--- src/rtl/instr_fetch.sv ---
// Instruction fetch stage: owns the PC, converts fetch pulses into a memory read
// handshake with timeout and a one-deep request queue, and strobes fetched words out.
module instr_fetch #(
    parameter int DWIDTH  = 16,
    parameter int AWIDTH  = 8,
    parameter int TIMEOUT = 15
) (
    input  logic              clk,
    input  logic              rst_n,
    input  logic              en_ram_in,
    input  logic              en_pc_pulse,
    input  logic [1:0]        pc_ctrl,
    input  logic [7:0]        offset_addr,
    output logic              mem_rd,
    output logic [AWIDTH-1:0] mem_addr,
    input  logic [DWIDTH-1:0] mem_rdata,
    input  logic              mem_ready,
    output logic [DWIDTH-1:0] ins,
    output logic              en_ram_out,
    output logic [AWIDTH-1:0] pc,
    output logic              busy,
    output logic              overrun,
    output logic              fetch_err
);

    typedef enum logic [1:0] {IDLE, READ, DONE} state_t;

    state_t            state, next_state;
    logic [7:0]        wait_cnt;
    logic              pending;
    logic [AWIDTH-1:0] pc_next;
    logic              timed_out;

    assign timed_out = (wait_cnt == 8'(TIMEOUT));

    always_ff @(posedge clk or negedge rst_n) begin
        if (!rst_n) state <= IDLE;
        else        state <= next_state;
    end

    always_comb begin
        next_state = state;
        case (state)
            IDLE:    if (en_ram_in || pending) next_state = READ;
            READ:    if (mem_ready || timed_out) next_state = DONE;
            DONE:    next_state = pending ? READ : IDLE;
            default: next_state = IDLE;
        endcase
    end

    always_comb begin
        mem_rd     = (state == READ);
        en_ram_out = (state == DONE);
        busy       = (state != IDLE) || pending;
    end

    // Relative mode sign-extends the 8-bit offset before the modulo add.
    always_comb begin
        pc_next = pc;
        case (pc_ctrl)
            2'b01:   pc_next = pc + AWIDTH'(1);
            2'b10:   pc_next = AWIDTH'(offset_addr);
            2'b11:   pc_next = pc + AWIDTH'($signed(offset_addr));
            default: pc_next = pc;
        endcase
    end

    always_ff @(posedge clk or negedge rst_n) begin
        if (!rst_n) pc <= '0;
        else if (en_pc_pulse) pc <= pc_next;
    end

    always_ff @(posedge clk or negedge rst_n) begin
        if (!rst_n) begin
            mem_addr  <= '0;
            ins       <= '0;
            wait_cnt  <= '0;
            pending   <= 1'b0;
            overrun   <= 1'b0;
            fetch_err <= 1'b0;
        end else begin
            case (state)
                IDLE: begin
                    if (en_ram_in || pending) begin
                        mem_addr <= pc;
                        wait_cnt <= '0;
                        // A queued request and a fresh one together: serve one, keep one.
                        pending  <= pending && en_ram_in;
                    end
                end
                READ: begin
                    if (en_ram_in) begin
                        if (pending) overrun <= 1'b1;
                        else         pending <= 1'b1;
                    end
                    if (mem_ready) begin
                        ins <= mem_rdata;
                    end else if (timed_out) begin
                        ins       <= '0;
                        fetch_err <= 1'b1;
                    end else begin
                        wait_cnt <= wait_cnt + 8'd1;
                    end
                end
                DONE: begin
                    // The pending slot is consumed this edge, so a new request only
                    // fits when the slot was empty.
                    if (pending && en_ram_in) overrun <= 1'b1;
                    pending <= !pending && en_ram_in;
                    if (pending) begin
                        mem_addr <= pc;
                        wait_cnt <= '0;
                    end
                end
                default: ;
            endcase
        end
    end

endmodule

--- config.mk ---
export PLATFORM = sky130hd
export DESIGN_NAME = instr_fetch
export DESIGN_NICKNAME = d
export VERILOG_FILES = /design/src/rtl/instr_fetch.sv
export SDC_FILE = /design/constraint.sdc
export NUM_CORES = 1
export LEC_CHECK = 0
export CAP_MARGIN = 20
export CORE_ASPECT_RATIO = 0.75
export CORE_MARGIN = 2
export CORE_UTILIZATION = 48
export CTS_CLUSTER_DIAMETER = 80
export CTS_CLUSTER_SIZE = 28
export DETAILED_ROUTE_END_ITERATION = 8
export GPL_ROUTABILITY_DRIVEN = 0
export PLACE_DENSITY = 0.91
export REMOVE_ABC_BUFFERS = 1
export SYNTH_ARGS = -nofsm -noshare
export SYNTH_HDL_FRONTEND = slang
export SYNTH_SLANG_ARGS = --single-unit
--- constraint.sdc ---
create_clock -name clk -period 2.95 [get_ports clk]
set_input_delay 0.7375 -clock clk [delete_from_list [all_inputs] [get_ports clk]]
set_output_delay 0.7375 -clock clk [all_outputs]
set_load 0.01 [all_outputs]
==> results of run 1 <==
where the power goes:
part / leakage, nW / switching, mW / internal [mW]
logic: 0.926 / 0.652 / 0.792
clock network: 0.0574 / 0.214 / 0.275
registers: 0.564 / 0.153 / 0.832
total: 1.55 / 1.02 / 1.90
critical path, stage by stage:
cell	delay [ns]
clkdlybuf4s50_1	0.50
nand3b_1	0.13
ha_2	0.20
inv_1	0.06
fa_1	0.40
nor2b_2	0.14
o21ai_0	0.13
a21oi_1	0.21
o21ai_0	0.11
mux2_2	0.28
a31oi_1	0.17
final cells by class:
type / count / area [um^2]
clock buffers: 6 / 82.6
multi-input cells: 170 / 1210
inverters: 14 / 52.6
flip-flops and latches: 45 / 1130
well taps: 60 / 75.1
fillers: 392 / 1480
repair buffers: 90 / 832
clock inverters: 2 / 37.5
flip-flops by register name, indices dropped and copies added, names as in the netlist:
signal     cells
pending        1
fetch_err      1
ins           16
state          2
pc             8
wait_cnt       8
mem_addr       8
overrun        1
stage by stage:
stage	util, %	cell area (um^2)	setup WS, ns
floorplan	-	2380	0.360
global placement	67.1	3290	-0.272
detailed placement	67.1	3290	-0.410
CTS	69.5	3410	0.133
global route	69.8	3420	0.00770
finish	69.8	3420	0.104
cell usage after synthesis, types with 2 or more instances:
library cell / n / area share (%)
a21oi_1: 11 / 2.2
o22ai_1: 4 / 1.0
o31ai_1: 4 / 1.2
nand3b_1: 2 / 0.61
mux2_2: 7 / 3.2
mux2i_1: 5 / 2.0
a22o_1: 16 / 5.7
o41ai_1: 2 / 0.71
nor3b_1: 2 / 0.61
o21ai_0: 21 / 4.3
and3_1: 7 / 1.8
nor2b_1: 5 / 1.3
xnor2_1: 2 / 0.71
nor2_1: 11 / 1.7
o221ai_1: 3 / 1.1
clkbuf_1: 7 / 1.1
dfrtp_1: 45 / 46
a31oi_1: 2 / 0.51
buf_6: 2 / 0.92
inv_1: 14 / 2.1
or3_1: 2 / 0.51
o21a_1: 5 / 1.5
nand3_1: 7 / 1.4
ha_1: 12 / 6.1
nand2_1: 18 / 2.8
nand2b_1: 2 / 0.51
worst paths after layout:
check                                     from  depth (start not counted)  slack [ns]           to
worst max register to register           pc[0]                          9        0.73        pc[6]
worst min-delay path                   overrun                          1        0.47      overrun
min in group asynchronous                rst_n                          2        0.50  mem_addr[2]
worst min register to register         overrun                          1        0.47      overrun
worst max-delay path            offset_addr[0]                         11        0.10        pc[6]
max in group asynchronous                rst_n                          2        2.05        pc[1]
layer usage:
layer	vias to the layer above	track usage, %	part of all wire (%)
met5	-	0	0
met4	0	6.25	1.5
met3	9	5.24	5.5
met2	66	37.2	45
met1	1028	32.1	48
li1	1045	-	-
what timing repair did:
action	4_1_cts	5_1_grt
gates resized for setup	2	5
endpoints found under the setup margin	2	2
gates cloned	0	0
buffers inserted	0	1
pin swaps	0	2
kinds of logic after synthesis:
kind of cell / count (synthesis) / share of synthesized area [%]
buffers and inverters: 25 / 4.90
adders and majority gates: 13 / 6.94
xor gates and xnor gates: 2 / 0.715
AOI/OAI and AO/OA: 78 / 22.1
DFF: 45 / 45.9
and+or+nand+nor: 64 / 13.7
muxes: 13 / 5.72
==> impl_metrics.json, run 1 <==
{
  "die_area_um2": 5700,
  "required_ns": 3.17,
  "placed_cells": 378,
  "design.final.nets": 370,
  "worst_hold_slack_ns": 0.474,
  "cts_max_level": 2,
  "max-slew-margin-rel_pct": 39.6,
  "synth-warning-count": 0,
  "hold_path_class": "register to register",
  "ant_nets": 0,
  "timing.critical_path.arrival_ns": 3.07,
  "drt-pass1-iter-count": 4,
  "antenna_found_initial": 0,
  "timing.setup.tns_ns": 0,
  "path_max_fanout": 2,
  "holdBufCountCts": 0,
  "timing.critical_path.to_type": "register",
  "tritoncts.num_buffers": 5,
  "gr-usage-all-layers_pct": 23.3,
  "maxCapViolations": 0,
  "grt_first_pass_wirelength_mm": 10.2,
  "average_wire_per_standard_cell_um": 15.8,
  "leakagePower_nw": 1.55,
  "setup_violations": 0,
  "ctsRootBufferMaster": "clkbuf_8",
  "async_flop_share_pct": 100,
  "stdcell_count": 387,
  "status": "finished clean",
  "post-route-period-util_pct": 96.5,
  "yosys_register_bits": 45,
  "netlist_instances": 240,
  "floorplan.die.height_um": 65.9,
  "n_antenna_cell": 0,
  "synthFlopType": "dfrtp_1",
  "portBuffers": 67,
  "synth_area_per_cell_um2": 10.2,
  "area_delta_synth_final_pct": 39.5,
  "synth-edff-count": 0,
  "syn_area_um2": 2450,
  "timing.setup.critical_path_class": "input port to register",
  "peakVddDrop_uv": 561,
  "vias_per_cell": 5.55,
  "drc_marker_count_from_the_first_detailed_route_iteration": 94,
  "report.power.total_mw": 2.92,
  "grt_max_degree": 46,
  "site_rows": 22,
  "dieWidth_um": 86.5,
  "worst_skew_pair.late_latency_ns": 0.30,
  "yosysUniqueCellTypes": 48,
  "synth_sequential_area_ratio_pct": 45.9,
  "postRouteWirelength_mm": 6.12,
  "top_library_cells_by_usage_in_the_layout_fill_and_taps_aside": "clkdlybuf4s50_1 (64), dfrtp_1 (45), buf_4 (23), o21ai_0 (21), nand2_1 (18)",
  "io_pins": 68,
  "rsz0062_at_grt": "false",
  "period_minus_slack_ns": 2.85,
  "num_vias": 2148,
  "via_count_of_the_first_global_routing_pass": 2147,
  "final.setup_skew_ns": 0.00626,
  "cts_sink_cnt": 45,
  "drive_gt1_share_pct": 15.6,
  "achievable-frequency_ghz": 0.351,
  "coreArea_um2": 4900,
  "clock_tree_from_tritoncts": "done",
  "cts_max_path_buffers": 2,
  "detailed_place_hpwl_mm": 4.58,
  "cellPowerDensity_nw_per_um2": 854,
  "drv_slew": 0,
  "most_frequent_standard_cell_in_the_layout_excluding_fill_and_tap_cells": "clkdlybuf4s50_1",
  "grt-ovfl-total": 0,
  "startpoint_type": "input port",
  "worst_pin_slew_ns": 0.900,
  "clk_pin_slew_ns": 0.09,
  "floorplan.initialDensity_pct": 50.0,
  "report.final.hold_viol_count": 0,
  "drcViolationCount": 0
}
Power figures use the tool's default switching activity.
==> run 2: changes to the inputs <==
--- a/config.mk
+++ b/config.mk
@@ -6,9 +6,10 @@
 export NUM_CORES = 1
 export LEC_CHECK = 0
 export CAP_MARGIN = 20
-export CORE_ASPECT_RATIO = 0.75
+export CORE_ASPECT_RATIO = 1.75
 export CORE_MARGIN = 2
 export CORE_UTILIZATION = 48
+export CTS_BUF_LIST = sky130_fd_sc_hd__clkbuf_16
 export CTS_CLUSTER_DIAMETER = 80
 export CTS_CLUSTER_SIZE = 28
 export DETAILED_ROUTE_END_ITERATION = 8
==> run 2 against run 1 <==
Effect of this change: sequential power is essentially flat; clock power grew 14%; critical path depth is the same; clock-buffer cell count fell by 1; cell count down 2.3%; first-iteration DRC count decreased by 48%.
==> impl_metrics.json, run 2 (synthesis results as in run 1) <==
{
  "status": "finished clean",
  "grt-ovfl-total": 0,
  "site_rows": 34,
  "max-slew-margin-rel_pct": 39.9,
  "clk_pin_slew_ns": 0.07,
  "average_wire_per_standard_cell_um": 16.2,
  "post-route-period-util_pct": 95.9,
  "worst-r2r-cell-count": 8,
  "coreArea_um2": 4930,
  "crit_start": "offset_addr[1]",
  "leakagePower_nw": 1.54,
  "timing.critical_path.arrival_ns": 3.00,
  "final_util_pct": 69.3,
  "worst_skew_pair.late_latency_ns": 0.29,
  "flip_flop_count_of_the_largest_register_all_copies_and_words_added": 16,
  "timing.setup.critical_path_class": "input port to register",
  "vias_per_cell": 5.74,
  "setup_ws_ns": 0.120,
  "final.setup_skew_ns": 0.00504,
  "dieWidth_um": 58.0,
  "crit-reg2reg-launch": "pc[3]",
  "clock_tree_from_tritoncts": "done",
  "drcViolationCount": 0,
  "cts_sink_cnt": 45,
  "via_count_of_the_first_global_routing_pass": 2227,
  "grt_max_degree": 24,
  "num_vias": 2169,
  "startpoint_type": "input port",
  "floorplan.die.height_um": 98.5,
  "period_minus_slack_ns": 2.83,
  "floorplan.initialDensity_pct": 49.7,
  "tritoncts.num_buffers": 5,
  "design.final.nets": 367,
  "achievable-frequency_ghz": 0.353,
  "worst_pin_slew_ns": 0.896,
  "placement.cell_area_um2": 3270,
  "area_delta_synth_final_pct": 39.6,
  "cts_setup_buffers": 0,
  "cts_max_path_buffers": 2,
  "io_pins": 68,
  "timing.critical_path.to_type": "register",
  "top_library_cells_by_usage_in_the_layout_fill_and_taps_aside": "clkdlybuf4s50_1 (64), dfrtp_1 (45), o21ai_0 (20), buf_4 (20), nand2_1 (18)",
  "r2r_end": "pc[7]",
  "setup_violations": 0,
  "place_worst_setup_slack_ns": -0.304,
  "hold_path_class": "input port to asynchronous set/reset pin",
  "detailed_place_hpwl_mm": 4.75,
  "required_ns": 3.12,
  "postRouteWirelength_mm": 6.14,
  "grt_first_pass_wirelength_mm": 10.2,
  "cts_max_level": 2,
  "ant_nets": 0,
  "antenna_found_initial": 0,
  "holdBufCountCts": 0,
  "portBuffers": 67,
  "peakVddDrop_uv": 647,
  "rsz0062_at_grt": "false",
  "report.final.hold_viol_count": 0,
  "path_max_fanout": 3,
  "most_frequent_standard_cell_in_the_layout_excluding_fill_and_tap_cells": "clkdlybuf4s50_1",
  "design_area_um2": 3420,
  "drive_gt1_share_pct": 14.5,
  "ctsRootBufferMaster": "clkbuf_16",
  "drc_marker_count_from_the_first_detailed_route_iteration": 49,
  "maxCapViolations": 0,
  "n_antenna_cell": 0,
  "cellPowerDensity_nw_per_um2": 869,
  "regMostFlops": "ins",
  "gr-usage-all-layers_pct": 22.8,
  "drv_slew": 0,
  "ff2ff_setup_slack_ns": 0.75,
  "drt-pass1-iter-count": 4,
  "die_area_um2": 5720
}
==> run 2: cell types whose count changed in the layout (fill, tap and decap cells not counted) <==
| cell | before | now |
|---|---|---|
| a21oi_1 | 10 | 9 |
| a21oi_2 | 1 | 2 |
| buf_4 | 23 | 20 |
| bufinv_16 | 1 | 0 |
| clkbuf_16 | 0 | 5 |
| clkbuf_2 | 1 | 0 |
| clkbuf_8 | 6 | 0 |
| clkinvlp_4 | 1 | 3 |
| dlygate4sd2_1 | 1 | 2 |
| ha_1 | 11 | 12 |
| ha_2 | 1 | 0 |
| o21ai_0 | 21 | 20 |
| o21ai_1 | 1 | 2 |
==> run 2: worst max-delay path by stage <==
stage,endpoint
after detailed placement,pc[7]
after floorplan,pc[7]
after CTS,pc[7]
final,pc[7]
after global routing,pc[7]
after global placement,pc[7]
==> run 2: report_power, final <==
group / internal (mW) / switching [mW] / leakage, nW
Sequential: 0.833 / 0.150 / 0.564
Clock: 0.314 / 0.243 / 0.0621
Combinational: 0.784 / 0.650 / 0.915
==> run 2: critical path, cell delays in order <==
cell and delay, ns:
clkdlybuf4s50_1 0.52, nand3_1 0.12, inv_1 0.08, ha_1 0.23
a21oi_2 0.16, o221ai_1 0.17, a21oi_1 0.18, buf_4 0.15
mux2i_1 0.20, o22ai_1 0.09, or3_1 0.35
==> run 2: layer usage <==
layer	GRT usage [%]	wire [um]	share of wire [%]	up-vias
met1	23.8	2200	36	1046
met2	42.9	3580	58	68
met5	0	0	0	-
met4	10.7	180	2.9	0
met3	3.28	181	2.9	16
li1	-	-	-	1039
==> run 2: area by class of cell <==
class	count	area, um^2
Multi-Input combinational cell	170	1210
Inverter	14	52.6
Fill cell	381	1510
Clock inverter	3	22.5
Tap cell	54	67.6
Sequential cell	45	1130
Timing Repair Buffer	87	813
Clock buffer	5	125
==> run 2: timing repair <==
| action | CTS | global route |
|---|---|---|
| resized for setup | 2 | 4 |
| endpoints found under the setup margin | 1 | 2 |
| cloned | 0 | 0 |
| endpoints found under the hold margin | 0 | 0 |
| pin swaps | 0 | 1 |
==> run 2: through the flow <==
step	std cells	hold WS [ns]	power (mW)	TNS [ns]
after global placement	370	0.446	2.37	-0.285
after CTS	378	0.436	2.99	0
after detailed placement	370	0.463	2.42	-0.562
final	378	0.419	2.98	0
after global routing	378	0.459	3.16	0
after floorplan	229	0.442	1.70	0
==> run 3: changes to the inputs <==
--- a/config.mk
+++ b/config.mk
@@ -6,15 +6,17 @@
 export NUM_CORES = 1
 export LEC_CHECK = 0
 export CAP_MARGIN = 20
+export CELL_PAD_IN_SITES_DETAIL_PLACEMENT = 0
+export CELL_PAD_IN_SITES_GLOBAL_PLACEMENT = 2
 export CORE_ASPECT_RATIO = 1.75
 export CORE_MARGIN = 2
-export CORE_UTILIZATION = 48
+export CORE_UTILIZATION = 29
 export CTS_BUF_LIST = sky130_fd_sc_hd__clkbuf_16
 export CTS_CLUSTER_DIAMETER = 80
 export CTS_CLUSTER_SIZE = 28
 export DETAILED_ROUTE_END_ITERATION = 8
 export GPL_ROUTABILITY_DRIVEN = 0
-export PLACE_DENSITY = 0.91
+export PLACE_DENSITY = 0.9
 export REMOVE_ABC_BUFFERS = 1
 export SYNTH_ARGS = -nofsm -noshare
 export SYNTH_HDL_FRONTEND = slang
==> constraint.sdc (replaced) <==
create_clock -name clk -period 2.63 [get_ports clk]
set_input_delay 0.526 -clock clk [delete_from_list [all_inputs] [get_ports clk]]
set_output_delay 0.526 -clock clk [all_outputs]
set_load 0.01 [all_outputs]
==> run 3 against run 2 <==
Effect of this change: critical path depth fell by 1; sequential share of layout area fell by 0.60 points; routed wire length rose by 3.5%; setup slack got worse by 0.0077 ns; non-clock buffer count fell by 1; combinational power rose by 13%; power rose by 13%; hold slack got worse by 0.30 ns; clock power rose by 16%; cell count rose by 9.8%; critical path type unchanged; critical endpoint unchanged; highest routed layer unchanged.
==> impl_metrics.json, run 3 (synthesis results as in run 1) <==
{
  "timing.critical_path.arrival_ns": 2.69,
  "floorplan.die.height_um": 126,
  "portion_of_total_power_attributed_to_sequential_cells_pct": 32.8,
  "crit_path_top_delay_cell": "clkdlybuf4s50_1",
  "top_library_cells_by_usage_in_the_layout_fill_and_taps_aside": "clkdlybuf4s50_1 (64), dfrtp_1 (45), o21ai_0 (20), buf_4 (19), nand2_1 (18)",
  "via_count_of_the_first_global_routing_pass": 2148,
  "flip_flop_count_of_the_largest_register_all_copies_and_words_added": 16,
  "achievable-frequency_ghz": 0.397,
  "die_area_um2": 9230,
  "postRouteWirelength_mm": 6.35,
  "footprint_of_the_multi_input_gates_um2": 1240,
  "peakVddDrop_uv": 381,
  "floorplan.initialDensity_pct": 29.7,
  "path_max_fanout": 3,
  "timing.setup.tns_ns": 0,
  "startpoint_type": "input port",
  "timing.critical_path.to_type": "register",
  "report.final.hold_viol_count": 0,
  "drv_slew": 0,
  "holdBufCountCts": 0,
  "post-route-period-util_pct": 95.7,
  "most_frequent_standard_cell_in_the_layout_excluding_fill_and_tap_cells": "clkdlybuf4s50_1",
  "grt-ovfl-total": 0,
  "report.power.total_mw": 3.36,
  "cts_sink_cnt": 45,
  "gr-usage-met2_pct": 25.7,
  "clock_tree_from_tritoncts": "done",
  "gr-usage-all-layers_pct": 14.4,
  "maxCapViolations": 0,
  "num_vias": 2142,
  "worst_path_dominant_cell_family": "buffers and inverters",
  "io_pins": 68,
  "filler_cell_count": 844,
  "placed_cells": 407,
  "worst_hold_slack_ns": 0.118,
  "coreArea_um2": 8260,
  "portBuffers": 67,
  "worst_pin_slew_ns": 0.863,
  "vias_per_cell": 5.16,
  "grt_first_pass_wirelength_mm": 10.4,
  "grt_max_degree": 33,
  "detailed_place_hpwl_mm": 4.86,
  "critical_path_buf_inv_count": 2,
  "dieWidth_um": 73.5,
  "average_wire_per_standard_cell_um": 15.3,
  "regMostFlops": "ins",
  "status": "finished clean",
  "period_minus_slack_ns": 2.52,
  "met3_usage_pct": 3.04,
  "fraction_of_met1_tracks_used_by_global_routing_pct": 16.1,
  "n_antenna_cell": 0,
  "p_switching_mw": 1.17,
  "setup_violations": 0,
  "timing.setup.critical_path_class": "input port to register",
  "tritoncts.num_buffers": 5,
  "cts_max_level": 2,
  "crit_chain": "clkdlybuf4s50_1, and3_1, ha_4, a21oi_2, o221ai_1, a21oi_1, buf_4, mux2i_1, o22ai_1, or3_1",
  "antenna_found_initial": 0,
  "slowest_delay_ns": 0.52,
  "hold_path_class": "input port to asynchronous set/reset pin",
  "area_delta_synth_final_pct": 42.2,
  "seqCellArea_um2": 1130,
  "drc_marker_count_from_the_first_detailed_route_iteration": 110,
  "site_rows": 44,
  "top_usage_layer": "met2",
  "ant_nets": 0,
  "ctsRootBufferMaster": "clkbuf_16",
  "drive_gt1_share_pct": 15.2,
  "drt-pass1-iter-count": 4,
  "stdcell_count": 415,
  "required_ns": 2.80,
  "power_switching_share_pct": 34.9,
  "share_comb_of_total_power_pct": 47.9,
  "leakagePower_nw": 1.54,
  "worst_skew_pair.late_latency_ns": 0.29,
  "int_power_mw": 2.19,
  "cellPowerDensity_nw_per_um2": 963,
  "final.setup_skew_ns": 0.00672,
  "drcViolationCount": 0,
  "max-slew-margin-rel_pct": 42.1,
  "cts_max_path_buffers": 2,
  "power.clock.fraction_pct": 19.3,
  "clk_pin_slew_ns": 0.07,
  "design.final.nets": 366
}
run 3: cell count changes in the layout (fill, tap and decap cells not counted):
| cell | change |
|---|---|
| nand3_2 | +1 |
| buf_4 | -1 |
| nand3_1 | -1 |
| ha_4 | +1 |
| a21oi_2 | +1 |
| ha_1 | -1 |
| clkinvlp_4 | -2 |
| inv_6 | +2 |
| a21oi_1 | -1 |
run 3: layout make-up:
type                            instances  share of cell area [%]
Clock inverter                          3                   0.718
Sequential cell                        45                    32.3
Timing Repair Buffer                   86                    23.1
Inverter                               14                    1.51
Tap cell                               92                    3.30
Clock buffer                            5                    3.59
Multi-Input combinational cell        170                    35.5
run 3: power by group through the flow:
| stage | clock network (mW) | logic (mW) | registers, mW |
|---|---|---|---|
| after floorplan | 0 | 0.718 | 1.18 |
| after global placement | 0 | 1.60 | 1.10 |
| after detailed placement | 0 | 1.60 | 1.12 |
| after CTS | 0.672 | 1.61 | 1.10 |
| after global routing | 0.693 | 1.77 | 1.13 |
| final | 0.647 | 1.61 | 1.10 |
run 3: per-stage QoR:
step           instance area [um^2]  setup slack, ns  utilization (%)
4_1_cts                        3460           0.0621             41.9
6_report                       3490            0.112             42.2
2_1_floorplan                  2380            0.251                -
5_1_grt                        3490         -0.00277             42.2
3_3_place_gp                   3310           -0.358             40.0
3_5_place_dp                   3310           -0.371             40.0
run 3: worst paths after layout:
kind,from,depth (start not counted),endpoint,slack (ns)
setup / recovery,offset_addr[3],10,pc[7],0.11
hold / removal,rst_n,1,fetch_err,0.12
setup reg to reg,wait_cnt[5],6,wait_cnt[7],0.52
hold reg to reg,overrun,1,overrun,0.46
max in group asynchronous,rst_n,2,pc[0],1.78
min in group clk,overrun,1,overrun,0.46
run 3: layer usage:
metal  vias up  routed length [um]
met5         -                   0
met1      1049                2540
met3         8                 271
met2        48                3420
met4         0                 125
li1       1037                   -
run 3: repair_timing:
item                       CTS  global route
setup endpoints to repair    1             2
setup buffers                0             0
gates resized for setup      3             6
pin swaps                    0             2
